$ cat config.mk
export PLATFORM = sky130hd
export DESIGN_NAME = posit_weight_serializer
export DESIGN_NICKNAME = d
export VERILOG_FILES = /design/src/rtl/posit_weight_serializer.sv
export SDC_FILE = /design/constraint.sdc
export NUM_CORES = 1
export LEC_CHECK = 0
export ABC_AREA = 1
export CORE_MARGIN = 2
export CORE_UTILIZATION = 65
export CTS_CLUSTER_DIAMETER = 30
export DETAILED_ROUTE_END_ITERATION = 6
export DONT_BUFFER_PORTS = 1
export PLACE_DENSITY = 0.81
export SYNTH_ARGS = -nofsm -noshare
export SYNTH_HDL_FRONTEND = slang
export SYNTH_SLANG_ARGS = --single-unit
$ cat constraint.sdc
create_clock -name clk -period 6.69 [get_ports clk]
set_clock_uncertainty 0.15 [all_clocks]
set_input_delay 2.007 -clock clk [delete_from_list [all_inputs] [get_ports clk]]
set_output_delay 2.007 -clock clk [all_outputs]
set_load 0.03 [all_outputs]
$ cat src/rtl/posit_weight_serializer.sv
// posit_weight_serializer
//   Transmit side of the bit-serial posit weight link. Parallel posit weights
//   (es=0, up to POSIT_WIDTH bits, right-aligned) enter through a valid/ready
//   handshake into a 2-entry FIFO and leave MSB-first, one bit per cycle.
//   Frames are back-to-back when the next word is already buffered.
// Ports
//   clk, rst            clock, synchronous active-high reset
//   set, precision      config strobe and requested frame width (clamped 2..POSIT_WIDTH)
//   in_word, in_valid   parallel posit input; in_ready = FIFO not full
//   w_out, valid_out    serial bit and its qualifier
//   frame_start/last    first (sign) and last bit of a frame
//   set_out             one-cycle pulse carrying an accepted config on precision_out
//   precision_out       latched frame width
//   cfg_err             one-cycle pulse when set arrives while busy
//   busy                shifting or FIFO non-empty
//   words_sent          completed-frame counter (wraps)
module posit_weight_serializer #(
  parameter int unsigned POSIT_WIDTH = 8,
  parameter int unsigned CNT_WIDTH   = 16
) (
  input  logic                   clk,
  input  logic                   rst,
  input  logic                   set,
  input  logic [3:0]             precision,
  input  logic [POSIT_WIDTH-1:0] in_word,
  input  logic                   in_valid,
  output logic                   in_ready,
  output logic                   w_out,
  output logic                   valid_out,
  output logic                   frame_start,
  output logic                   frame_last,
  output logic                   set_out,
  output logic [3:0]             precision_out,
  output logic                   cfg_err,
  output logic                   busy,
  output logic [CNT_WIDTH-1:0]   words_sent
);

  localparam int unsigned PREC_W   = 4;
  localparam int unsigned DEPTH    = 2;
  localparam logic [PREC_W-1:0] PREC_MIN = PREC_W'(2);
  localparam logic [PREC_W-1:0] PREC_MAX = PREC_W'(POSIT_WIDTH);
  localparam logic [PREC_W-1:0] PREC_RST = PREC_W'((POSIT_WIDTH < 8) ? POSIT_WIDTH : 8);

  typedef enum logic {IDLE, SHIFT} state_t;

  state_t                   state_q, state_n;
  logic [POSIT_WIDTH-1:0]   fifo_q [DEPTH];
  logic                     wr_ptr_q, rd_ptr_q;
  logic [1:0]               count_q, count_n;
  logic [POSIT_WIDTH-1:0]   shreg_q, shreg_n;
  logic [PREC_W-1:0]        bit_idx_q, bit_idx_n;
  logic [PREC_W-1:0]        prec_n, prec_req;
  logic                     w_n, valid_n, fs_n, fl_n, set_out_n, cfg_err_n, busy_n;
  logic [CNT_WIDTH-1:0]     words_n;
  logic                     push, pop;
  logic [PREC_W-1:0]        bit_sel;
  logic [POSIT_WIDTH-1:0]   bit_mask;
  logic                     frame_end;

  // Full is judged on the registered count only, so a same-cycle pop never frees a slot
  assign in_ready = (count_q < 2'(DEPTH));
  assign push     = in_valid && in_ready;

  // Current bit of the frame: word[prec-1-bit_idx]
  assign bit_sel   = precision_out - PREC_W'(1) - bit_idx_q;
  assign bit_mask  = POSIT_WIDTH'(1) << bit_sel;
  assign frame_end = (bit_idx_q == precision_out - PREC_W'(1));

  // Requested precision clamped into the legal range
  always_comb begin
    prec_req = precision;
    if (precision < PREC_MIN)      prec_req = PREC_MIN;
    else if (precision > PREC_MAX) prec_req = PREC_MAX;
  end

  // Next-state and registered-output logic
  always_comb begin
    state_n   = state_q;
    shreg_n   = shreg_q;
    bit_idx_n = bit_idx_q;
    prec_n    = precision_out;
    w_n       = 1'b0;
    valid_n   = 1'b0;
    fs_n      = 1'b0;
    fl_n      = 1'b0;
    set_out_n = 1'b0;
    cfg_err_n = 1'b0;
    words_n   = words_sent;
    pop       = 1'b0;

    // Config is only taken when nothing is in flight, so a frame never changes width
    if (set) begin
      if (busy) begin
        cfg_err_n = 1'b1;
      end else begin
        prec_n    = prec_req;
        set_out_n = 1'b1;
      end
    end

    case (state_q)
      IDLE: begin
        if (count_q != 2'd0) begin
          pop       = 1'b1;
          shreg_n   = fifo_q[rd_ptr_q];
          bit_idx_n = '0;
          state_n   = SHIFT;
        end
      end
      SHIFT: begin
        valid_n = 1'b1;
        w_n     = |(shreg_q & bit_mask);
        fs_n    = (bit_idx_q == '0);
        if (frame_end) begin
          fl_n    = 1'b1;
          words_n = words_sent + CNT_WIDTH'(1);
          if (count_q != 2'd0) begin
            // Chain the next buffered word with no gap
            pop       = 1'b1;
            shreg_n   = fifo_q[rd_ptr_q];
            bit_idx_n = '0;
          end else begin
            state_n = IDLE;
          end
        end else begin
          bit_idx_n = bit_idx_q + PREC_W'(1);
        end
      end
      default: state_n = IDLE;
    endcase

    count_n = count_q + 2'(push) - 2'(pop);
    busy_n  = (state_n == SHIFT) || (count_n != 2'd0);
  end

  // State and output registers
  always_ff @(posedge clk) begin
    if (rst) begin
      state_q       <= IDLE;
      wr_ptr_q      <= 1'b0;
      rd_ptr_q      <= 1'b0;
      count_q       <= 2'd0;
      shreg_q       <= '0;
      bit_idx_q     <= '0;
      precision_out <= PREC_RST;
      w_out         <= 1'b0;
      valid_out     <= 1'b0;
      frame_start   <= 1'b0;
      frame_last    <= 1'b0;
      set_out       <= 1'b0;
      cfg_err       <= 1'b0;
      busy          <= 1'b0;
      words_sent    <= '0;
    end else begin
      state_q       <= state_n;
      wr_ptr_q      <= wr_ptr_q ^ push;
      rd_ptr_q      <= rd_ptr_q ^ pop;
      count_q       <= count_n;
      shreg_q       <= shreg_n;
      bit_idx_q     <= bit_idx_n;
      precision_out <= prec_n;
      w_out         <= w_n;
      valid_out     <= valid_n;
      frame_start   <= fs_n;
      frame_last    <= fl_n;
      set_out       <= set_out_n;
      cfg_err       <= cfg_err_n;
      busy          <= busy_n;
      words_sent    <= words_n;
    end
  end

  // FIFO storage needs no reset; occupancy is tracked by count_q
  always_ff @(posedge clk) begin
    if (push) fifo_q[wr_ptr_q] <= in_word;
  end

endmodule
# == Word-level counts from Yosys, hierarchy flattened ==
# Memories as Yosys holds them, arrays and structs flattened. A register that Yosys moved wholly into a read port is not among the register bits.
# Cells that the tools add are included.
# classes
add_sub_neg,6
magnitude_cmp,3
eq_ne,2
shift,1
mux,20
bitwise_logic,6
n_reduce_logical,10
# ops
operator,n
"adder 16 x 1 -> 16 bit, second input constant",1
2-to-1 mux 4 bit,4
2-to-1 mux 8 bit,2
case mux 8 bit (2 select lines),1
2-to-1 mux 1 bit,10
bitwise AND 8 bit,1
case mux 4 bit (2 select lines),1
OR reduction 8 bit,1
"left shift 1 x 4 -> 8 bit, first input constant",1
"adder 4 x 1 -> 4 bit, second input constant",1
equality test 4 bit,1
"greater-than comparator 4 bit, second input constant",1
logical NOT 4 bit,1
"less-than comparator 4 x 2 -> 1 bit, second input constant",1
case mux 1 bit (2 select lines),2
AND reduction 2 bit,2
nonzero test 2 bit,2
OR reduction 2 bit,2
"subtractor 4 x 1 -> 4 bit, second input constant",1
subtractor 4 bit,1
inverter 1 bit,3
adder 2 x 1 -> 2 bit,1
"less-than comparator 2 bit, second input constant",1
"!= test 2 x 1 -> 1 bit, second input constant",1
other kinds (4),5
# totals
regBits,44
ramBits,16
input_bits,16
wordCells,64
mem_count,1
# mem_list
name,words,word_bits,rd,rd_ports_with_merged_regs,write_ports,line,text
fifo_q,2,8,1,1,1,48,logic [POSIT_WIDTH-1:0] fifo_q [DEPTH];

# == Depth between registers and ports, before layout ==
# Gate-level depths: netlist of the first run.
# depth
depth_word,7
depth_mapped,15
mapped_depth_nobuf,15

# == Least setup slack after synthesis of the first run ==
# OpenSTA, ideal clock, no wires.
# synth_timing
kind,input to register
startpoint,input in_valid
endpoint,register busy
t_arrival_ns,2.790
required_time_ns,6.419
slack_ns,3.630
cell_stages,7
path_buffers,0
path_cell_list,nand2_1 ha_1 inv_1 ha_1 xnor2_1 nand2_1 nand3_1
# synth_between
elab_chain_cells,5
# synth_lines
item,line,text
"start, declared",26,"input logic in_valid,"
logical AND 1 bit,63,assign push = in_valid && in_ready;
adder 2 x 1 -> 2 bit,133,count_n = count_q + 2'(push) - 2'(pop);
subtractor 2 x 1 -> 2 bit,133,
nonzero test 2 bit,134,busy_n = (state_n == SHIFT) || (count_n != 2'd0);
logical OR 1 bit,134,
"end signal, assigned",169,busy <= busy_n;
"end, declared",35,"output logic busy,"
# Every way passes these cells.
# A chain may end at the register's enable or synchronous reset.

# == Worst setup path in the final report of the first run ==
# layout_timing
startpoint,register precision_out[0]
endpoint,register busy
# layout_between
elab_chain_cells,7
word_cells_on_any_way,9
cone_classes,add/sub: 2; eq/ne: 1; mux: 4; reduce/logical: 2
# layout_lines
item,line,text
"start, declared",33,"output logic [3:0] precision_out,"
"start signal, assigned",162,precision_out <= prec_n;
subtractor 4 x 1 -> 4 bit *,68,assign frame_end = (bit_idx_q == precision_out - PREC_W'(1));
equality test 4 bit *,68,
2-to-1 mux 1 bit,115,if (frame_end) begin
case mux 1 bit (2 select lines),102,case (state_q)
subtractor 2 x 1 -> 2 bit,133,
nonzero test 2 bit,134,
logical OR 1 bit *,134,
# Every way passes the cells marked *; elsewhere a longest branch is shown, timed or not.

==> results of run 1 <==
[per-stage QoR]
step,utilization,power [W],cells
5_1_grt,0.7277,0.001230,425
3_3_place_gp,0.6824,0.0008148,409
4_1_cts,0.7277,0.001163,425
2_1_floorplan,-,0.0007801,369
6_report,0.7277,0.001157,425
3_5_place_dp,0.6824,0.0008298,409
[layout make-up]
type,count,area [um2]
clock buffers,9,123.9
clock inverters,7,75.07
flip-flops and latches,60,1361
well taps,52,65.06
fillers,321,1194
inverters,36,135.1
multi-input cells,261,1430
[how the worst max path moves through the flow]
stage / to / depth (start not counted) / slack, ps
2_1_floorplan: busy / 7 / 3630
3_3_place_gp: busy / 7 / 3570
3_5_place_dp: busy / 7 / 3510
4_1_cts: busy / 15 / 3460
5_1_grt: busy / 15 / 3290
6_report: busy / 15 / 3470
[state kept, by name, summed over array words and instances (netlist names), 2 cells and up]
register	cells
bit_idx_q	4
count_q	2
fifo_q	16
precision_out	4
shreg_q	8
words_sent	16
[power by group through the flow]
stage | clock [W] | combinational [W] | sequential, W
2_1_floorplan | 0 | 0.000278 | 0.000502
3_3_place_gp | 0 | 0.000293 | 0.000522
3_5_place_dp | 0 | 0.000305 | 0.000525
4_1_cts | 0.000334 | 0.000312 | 0.000517
5_1_grt | 0.000348 | 0.000357 | 0.000524
6_report | 0.000326 | 0.000313 | 0.000517
[metal layers]
metal  routed length (um)  global-route usage  share of wire
met1                 2545              0.2995           0.44
met2                 2896              0.4064           0.50
met3                  269             0.06944          0.046
met4                  104              0.1258          0.018
met5                    0                   0              0
[Yosys cell counts (all sizes together) (5+ instances only)]
cell type / instances / share of area
a21oi: 31 / 0.062
clkbuf: 5 / 0.0063
xor2: 8 / 0.023
mux2i: 8 / 0.027
edfxtp: 16 / 0.16
nor2: 49 / 0.068
dfxtp: 44 / 0.29
ha: 11 / 0.046
buf: 7 / 0.017
nand4: 6 / 0.015
xnor2: 5 / 0.015
nand3: 29 / 0.053
nand2: 100 / 0.14
o21ai: 8 / 0.013
inv: 36 / 0.045
[tightest hold or removal path, delay by kind of cell, from the launching register on]
kind / cells / cell delay (ps)
AO/OA/AOI/OAI: 1 / 40
flip-flops: 1 / 340
AND/OR/NAND/NOR: 1 / 80
[kinds of logic (layout without fill, tap and decap cells)]
kind of cell,count (synthesis),count (layout),share of synthesized area
AO/OA/AOI/OAI,41,41,0.08017
XOR/XNOR,13,13,0.03800
adder cells (fa/ha/maj),12,12,0.05261
buffers and inverters,48,52,0.06848
flip-flops,60,60,0.4543
multiplexers,8,8,0.02672
AND/OR/NAND/NOR,187,187,0.2798
[layout by cell type (no fill, tap or decap), types with 7 or more instances in the layout]
cell type / Yosys / layout
nand2_1: 88 / 88
nor2_1: 47 / 47
dfxtp_1: 44 / 44
inv_1: 30 / 30
nand3_1: 28 / 28
a21oi_1: 23 / 23
edfxtp_1: 16 / 16
ha_1: 11 / 11
nand2_2: 10 / 10
clkbuf_8: 0 / 9
xor2_1: 8 / 8
a21oi_2: 8 / 8
mux2i_1: 8 / 8
o21ai_0: 7 / 7
==> flow_metrics.tcl, run 1 <==
set metrics [dict create \
    status "finished clean" \
    period_share 0.4808 \
    groute.usage.overall 0.2477 \
    drc 0 \
    cts-root-buf "clkbuf_8" \
    synth_edf_count 16 \
    dp_hpwl_um 3976 \
    clockBufferDepth 2 \
    max_stage_delay_ps 610 \
    syn_to_final_growth_pct 6.472 \
    setup_tns_ps 0 \
    num_io_pins 44 \
    grt_setup_unrepaired "false" \
    worst_path_dominant_cell_family "adder cells" \
    core_mm2 0.004384 \
    first_pass_iters 5 \
    cts_tree "yes" \
    postSynthAreaPerCell_um2 8.121 \
    drtIter0Drc 203 \
    viasPerCell 5.529 \
    die_height_um 71.90 \
    ys.flop_type "dfxtp_1" \
    crit_chain "inv_2 > ha_1 > xor2_1 > ha_1 > and3_1 > nand3_4 > nand2_4 > nand2_1 > inv_1 > ha_1 > inv_1 > ha_1 > xnor2_1 > nand2_1 > nand3_1" \
    clkTransAtPathRegs_ps 80 \
    synth_nets 397 \
    grt_pass1_vias 2188 \
    wirelength_um 5815 \
    clkSinkCount 60 \
    crit_buf_inv 3 \
    grt_overflow 0 \
    min_path_type "reg -> reg" \
    fp.dieW_um 71.90 \
    reg2reg_slack_ps 3470 \
    timing.fmax_mhz 310.9 \
    finalSetupViolations 0 \
    portBuffers 0 \
    worst_slew_pin_slew_ps 559.9 \
    pre_cts_ws_ps 3513 \
    max-cap-violations 0 \
    hold_buffers 0 \
    p_comb_frac 0.271 \
    path_class "reg -> reg" \
    hold_path_depth 2 \
    ctsResizeCount 0 \
    async_flop_share 0 \
    relSlewSlack 0.6263 \
    die-area_mm2 0.005170 \
    wire_per_inst_um 13.68 \
    p_sw_w 0.0004209 \
    drive_above_1_share 0.1233 \
    grt_max_degree 27 \
    fin_area_mm2 0.003191 \
    hold_viol_final 0 \
    fin_nets 396 \
    cp.arrival_ps 3340 \
    p_int_w 0.0007357 \
    clockPowerShare 0.282 \
    grt_pass1_wl_um 9811 \
    worstPathMaxFanout 24 \
    yosysSeqAreaShare 0.4543 \
    p_sw_frac 0.3639 \
    ys_warn_count 0 \
    num_vias 2350 \
    power_density_mw_per_mm2 362.5 \
    crit_start "precision_out[0]" \
    path_common_cell "ha_1" \
    crit_path_start_kind "flop" \
    synth_cells 369 \
    clk_latency_ps 340 \
    synth-seq-cells 60 \
    drv_slew 0 \
    p_leak_nw 1.312 \
    drtAntennaViolNets 0 \
    cts_setup_buffers 0 \
    seq_power_share 0.447 \
    antenna_found_initial 0 \
    cts_max_level 3 \
    dpl-instance-area_mm2 0.002992 \
    rr_startpoint "precision_out[0]" \
    crit_path_end_kind "flop" \
    num_rows 24 \
    hold_ws_ps 350.4 \
    critPathSlowestCell "dfxtp_1" \
    post-route-worst-setup-slack_ps 3474 \
    period_needed_ps 3216 \
    rr_endpoint "busy" \
    synth_cell_types 34 \
    cts_made_buffers 9 \
    hp-start "shreg_q[6]" \
    ir_drop_mv 0.2074 \
    gp_congestion 0.7964 \
    ff2ff_path_depth 15 \
    worstHoldEndpoint "shreg_q[6]" \
    antenna_cells 0 \
    required_ps 6820 \
    start_util 0.6835 \
    netlist_area_mm2 0.002997 \
]
No activity file was read; power rests on OpenSTA's default activity.
==> run 2, diff against run 1 <==
Settings changed: CORE_UTILIZATION 65 to 63, PLACE_DENSITY 0.81 to 0.79.
Clock period 6.69 ns to 3.3 ns, I/O delays scaled along.
==> flow_metrics.tcl, run 2 (same netlist as run 1, synthesis figures left out) <==
set metrics [dict create \
    critPathSlowestCell "dfxtp_1" \
    hold_path_depth 2 \
    grt_pass1_wl_um 9273 \
    cts_made_buffers 9 \
    crit_chain "inv_2 > ha_1 > xor2_1 > ha_1 > and3_1 > nand3_4 > nand2_4 > nand2_1 > inv_1 > ha_1 > inv_1 > ha_1 > xnor2_1 > nand2_1 > nand3_1" \
    grt_pass1_vias 2109 \
    crit_buf_inv 3 \
    top_regs "fifo_q: 16 flops, words_sent: 16 flops, shreg_q: 8 flops" \
    ff2ff_path_depth 15 \
    grt_setup_unrepaired "false" \
    antenna_cells 0 \
    drc 0 \
    worstHoldEndpoint "shreg_q[5]" \
    period_share 0.8635 \
    hold_ws_ps 342.0 \
    relSlewSlack 0.6229 \
    period_needed_ps 2850 \
    first_pass_iters 5 \
    core_mm2 0.004661 \
    max_stage_delay_ps 350 \
    die-area_mm2 0.005324 \
    max-cap-violations 0 \
    drtIter0Drc 171 \
    cts-root-buf "clkbuf_8" \
    clk_latency_ps 340 \
    clkSinkCount 60 \
    rr_endpoint "busy" \
    path_common_cell "ha_1" \
    setup_tns_ps 0 \
    wire_per_inst_um 13.33 \
    cts_setup_buffers 0 \
    min_path_type "reg -> reg" \
    wirelength_um 5734 \
    reg2reg_slack_ps 450 \
    fin_nets 399 \
    power_density_mw_per_mm2 753.3 \
    p_leak_nw 1.341 \
    groute.usage.overall 0.2278 \
    clockBufferDepth 2 \
    cts_tree "yes" \
    viasPerCell 5.444 \
    fin_area_mm2 0.003248 \
    syn_to_final_growth_pct 8.393 \
    die_height_um 72.97 \
    worst_path_dominant_cell_family "adder cells" \
    num_io_pins 44 \
    dpl-instance-area_mm2 0.003017 \
    gp_congestion 0.8148 \
    start_util 0.6430 \
    drtAntennaViolNets 0 \
    worstPathMaxFanout 24 \
    final_cell_mix "nand2_1, nor2_1, dfxtp_1, inv_1, nand3_1" \
    cts_max_level 3 \
    dp_hpwl_um 3948 \
    clkTransAtPathRegs_ps 70 \
    timing.fmax_mhz 350.9 \
    fillCellCount 377 \
    num_vias 2341 \
    ir_drop_mv 0.3431 \
    status "finished clean" \
    hp-start "shreg_q[5]" \
    hold_buffers 0 \
    final_common_cell "nand2_1" \
    ctsResizeCount 0 \
    portBuffers 0 \
    crit_path_end_kind "flop" \
    required_ps 3420 \
    fp.dieW_um 72.97 \
    grt_overflow 0 \
    drive_above_1_share 0.1250 \
    antenna_found_initial 0 \
    crit_path_start_kind "flop" \
    cp.arrival_ps 2970 \
    hold_viol_final 0 \
    num_rows 25 \
    worst_slew_pin_slew_ps 565.1 \
    grt_max_degree 27 \
    drv_slew 0 \
    finalSetupViolations 0 \
    path_class "reg -> reg" \
    rr_startpoint "precision_out[0]" \
]
-- run 2: per-stage QoR --
step	worst slack [ps]	util	power (W)	cells
6_report	450.4	0.6969	0.002447	430
5_1_grt	255.2	0.6969	0.002588	430
4_1_cts	425.0	0.6969	0.002463	430
3_5_place_dp	493.0	0.6472	0.001681	414
3_3_place_gp	568.9	0.6472	0.001660	414
2_1_floorplan	464.9	-	0.001581	369
-- run 2: worst register-to-register path, delay by kind of cell, from the launching register on --
kind                       cells  cell delay (ps)
buffers and inverters          3              140
adders and majority gates      4              970
and+or+nand+nor                6              880
xor gates and xnor gates       2              320
DFF                            1              350
-- run 2: metal layers --
layer,up-vias,GRT usage,part of all wire,wire length (um)
met4,0,0.08848,0.012,71
met2,47,0.3707,0.49,2789
met3,7,0.07873,0.050,287
met1,1090,0.2786,0.45,2586
li1,1197,-,-,-
met5,-,0,0,0
-- run 2: final cells by class --
type                       instances  area (um2)  area share
multi-input combinational        261        1430      0.4403
sequential                        60        1361      0.4191
inverter                          36       135.1     0.04160
clock buffer                      11       131.4     0.04045
clock inverter                     5       100.1     0.03082
tap                               54       67.56     0.02080
timing repair buffer               3       22.52    0.006934
-- run 2: power by group --
part	leakage (nW)	switching, W	internal (W)
combinational	0.716	0.000389	0.000241
sequential	0.508	0.000138	0.000897
clock	0.117	0.000281	0.000500
total	1.34	0.000808	0.00164
-- run 2: how the worst max path moves through the flow --
stage,slack [ps],startpoint,to,cells after the start
floorplan,460,precision_out[0],busy,15
global placement,570,precision_out[0],busy,15
detailed placement,490,precision_out[1],busy,15
CTS,430,precision_out[1],busy,15
global route,260,precision_out[1],busy,15
finish,450,precision_out[0],busy,15
==> run 3, diff against run 2 <==
Settings changed: GPL_ROUTABILITY_DRIVEN from default to 1.
==> results of run 3 <==
Final layout, timing and power as in run 2 (identical DEF).
==> variant, RTL diff (settings of run 3) <==
Set the parameter `POSIT_WIDTH` to 6 (it was 8).
--- a/src/rtl/posit_weight_serializer.sv
+++ b/src/rtl/posit_weight_serializer.sv
@@ -16,5 +16,5 @@
 //   words_sent          completed-frame counter (wraps)
 module posit_weight_serializer #(
-  parameter int unsigned POSIT_WIDTH = 8,
+  parameter int unsigned POSIT_WIDTH = 6,
   parameter int unsigned CNT_WIDTH   = 16
 ) (
Interface: changed (resized in_word); port bits go from 44 to 42. No check against the original RTL was run, so the function may have changed too.
==> variant against run 3 <==
  * Cell area down 14%
  * Area after synthesis down 10%
  * Critical path type unchanged
  * Critical endpoint unchanged
  * Highest routed layer unchanged
  * Power decreased by 23%
  * Synthesized cell count decreased by 7.3%
  * Routed wire length down 11%
  * Sequential power fell by 12%
  * Setup slack better by 0.10 ns
  * Clock power is 56% lower
  * Sequential cell count fell by 6
  * Hold slack better by 0.0020 ns
==> variant: results (changes against run 3) <==
Pre-antenna DRT Iters=4 (was 5); sequential area share after synthesis=44.65% (was 45.43%); first-pass GRT wire length=9.052 mm (was 9.273 mm); layout cells sized above 1=6.395% (was 12.50%); PD cells=673.8 nW/µm² (was 753.3 nW/µm²); Setup Fix Bufs, Post-CTS=0 (unchanged); mux contribution to synthesized area=2.233% (was 2.672%); worst skew pair latency=0.30 ns (was 0.34 ns); total grt overflow=0 (unchanged); async set or reset register ratio after synthesis=0% (unchanged); Synth Instances=342 (was 369); PortBufs=0 (unchanged); final hold violation count=0 (unchanged); nets@finish=369 (was 399); top_reg_cell synth=dfxtp_1 (unchanged); largest net degree at the start of global routing=22 (was 27); Tot GR Track Use=23.01% (was 22.78%); number of CTS-inserted buffers=5 (was 9); initial antenna violation count=0 (unchanged); type of the worst setup path=register to register (unchanged); ant diodes=0 (unchanged); peak supply drop=0.4367 mV (was 0.3431 mV); crit-path max FO=4 (was 24); via count of the first global-routing pass=2067 (was 2109); clock-net power=0.345 mW (was 0.781 mW); critical path arrival=2.78 ns (was 2.97 ns); fillcell total=324 (was 377); Synth Area in Adders=5.860% (was 5.261%); XOR/XNOR Fraction of Synth Area=3.907% (was 3.800%); clock root buffer=clkbuf_8 (unchanged); Crit path max-delay family=adder cells (unchanged); top flop regs=words_sent (16), fifo_q (12), shreg_q (6) (was fifo_q (16), words_sent (16), shreg_q (8)); number of DRC markers in iteration 0=138 (was 171); status=finished clean (unchanged); Synth top cells by count=nand2_1 (91), dfxtp_1 (42), nor2_1 (41), inv_1 (32), a21oi_1 (25) (was nand2_1 (88), nor2_1 (47), dfxtp_1 (44), inv_1 (30), nand3_1 (28)); slowest CP cell=dfxtp_1 (unchanged); Hold Path Class=register to register (unchanged); yosys warns=0 (unchanged); HPWL after DPL=3.736 mm (was 3.948 mm); Comb pwr share=32.8% (was 25.8%); ranking of synthesized cells by area=dfxtp_1 (31%), edfxtp_1 (13%), nand2_1 (13%) (was dfxtp_1 (29%), edfxtp_1 (16%), nand2_1 (11%)); clock-pin slew on the worst setup and hold paths=0.09 ns (was 0.07 ns); Distinct cells, synth=31 (was 34); cts repair resizes=0 (unchanged); Post-Place Cell Area=2714 µm² (was 3017 µm²); Internal=1.173 mW (was 1.638 mW); leakage=1.122 nW (was 1.341 nW); dpl ws=0.5975 ns (was 0.4930 ns); complex-gate fraction of the synthesized area=8.698% (was 8.017%); CP max stage delay=0.34 ns; non-filler instance count after layout=394 (was 430); post-DR wirelength/cell=12.97 µm (was 13.33 µm); Final Wtd Congestion=0.8745 (was 0.8148); vias per inst=5.437 (was 5.444); clk buf depth=2 (unchanged); # H-tree levels=2 (was 3); Post-synth EDFFs=12 (was 16); Tightest Pin Transition=0.7048 ns (was 0.5651 ns)
==> variant: cell count changes in the layout (fill, tap and decap cells not counted), sizes merged, moves of 3 or more <==
cell    before  now
clkbuf      11    6
nor2        49   43
edfxtp      16   12
nand2      100   95
nand3       29   24
bufinv       3    0
==> variant: path summary, 6_finish.rpt <==
kind,cells past startpoint,slack [ns],startpoint,end
max,15,0.55,precision_out[1]$_SDFFE_PP1P_,busy$_SDFF_PP0_
min,2,0.34,shreg_q[1]$_SDFFE_PP0P_,shreg_q[1]$_SDFFE_PP0P_
max reg2reg,15,0.55,precision_out[1]$_SDFFE_PP1P_,busy$_SDFF_PP0_
min reg2reg,2,0.34,shreg_q[1]$_SDFFE_PP0P_,shreg_q[1]$_SDFFE_PP0P_
==> variant: tightest hold or removal path, stage by stage, from the launching register on <==
cell and delay (ns):
dfxtp_1 0.34, a21oi_1 0.04, nor2_1 0.08
==> variant: kinds of logic (layout without fill, tap and decap cells) <==
logic type	after synthesis	in the layout
AO/OA/AOI/OAI	42	42
AND/OR/NAND/NOR	172	172
multiplexers	6	6
adder cells (fa/ha/maj)	12	12
flip-flops	54	54
XOR/XNOR	12	12
buffers and inverters	44	46
==> variant: metal layers <==
| layer | vias to the layer above | part of all wire (%) | track usage, % |
|---|---|---|---|
| met5 | - | 0 | 0 |
| met4 | 0 | 1.8 | 8.932 |
| met3 | 7 | 5.5 | 5.669 |
| met2 | 47 | 47 | 38.46 |
| met1 | 976 | 46 | 28.62 |
| li1 | 1112 | - | - |
==> variant: final cells by class <==
class                      instances  area [µm²]  area share [%]
clock buffer                       6       72.57           2.596
timing repair buffer               3       22.52          0.8057
sequential                        54        1201           42.97
tap                               50       62.56           2.238
clock inverter                     2       8.758          0.3133
inverter                          35       131.4           4.700
multi-input combinational        244        1296           46.37
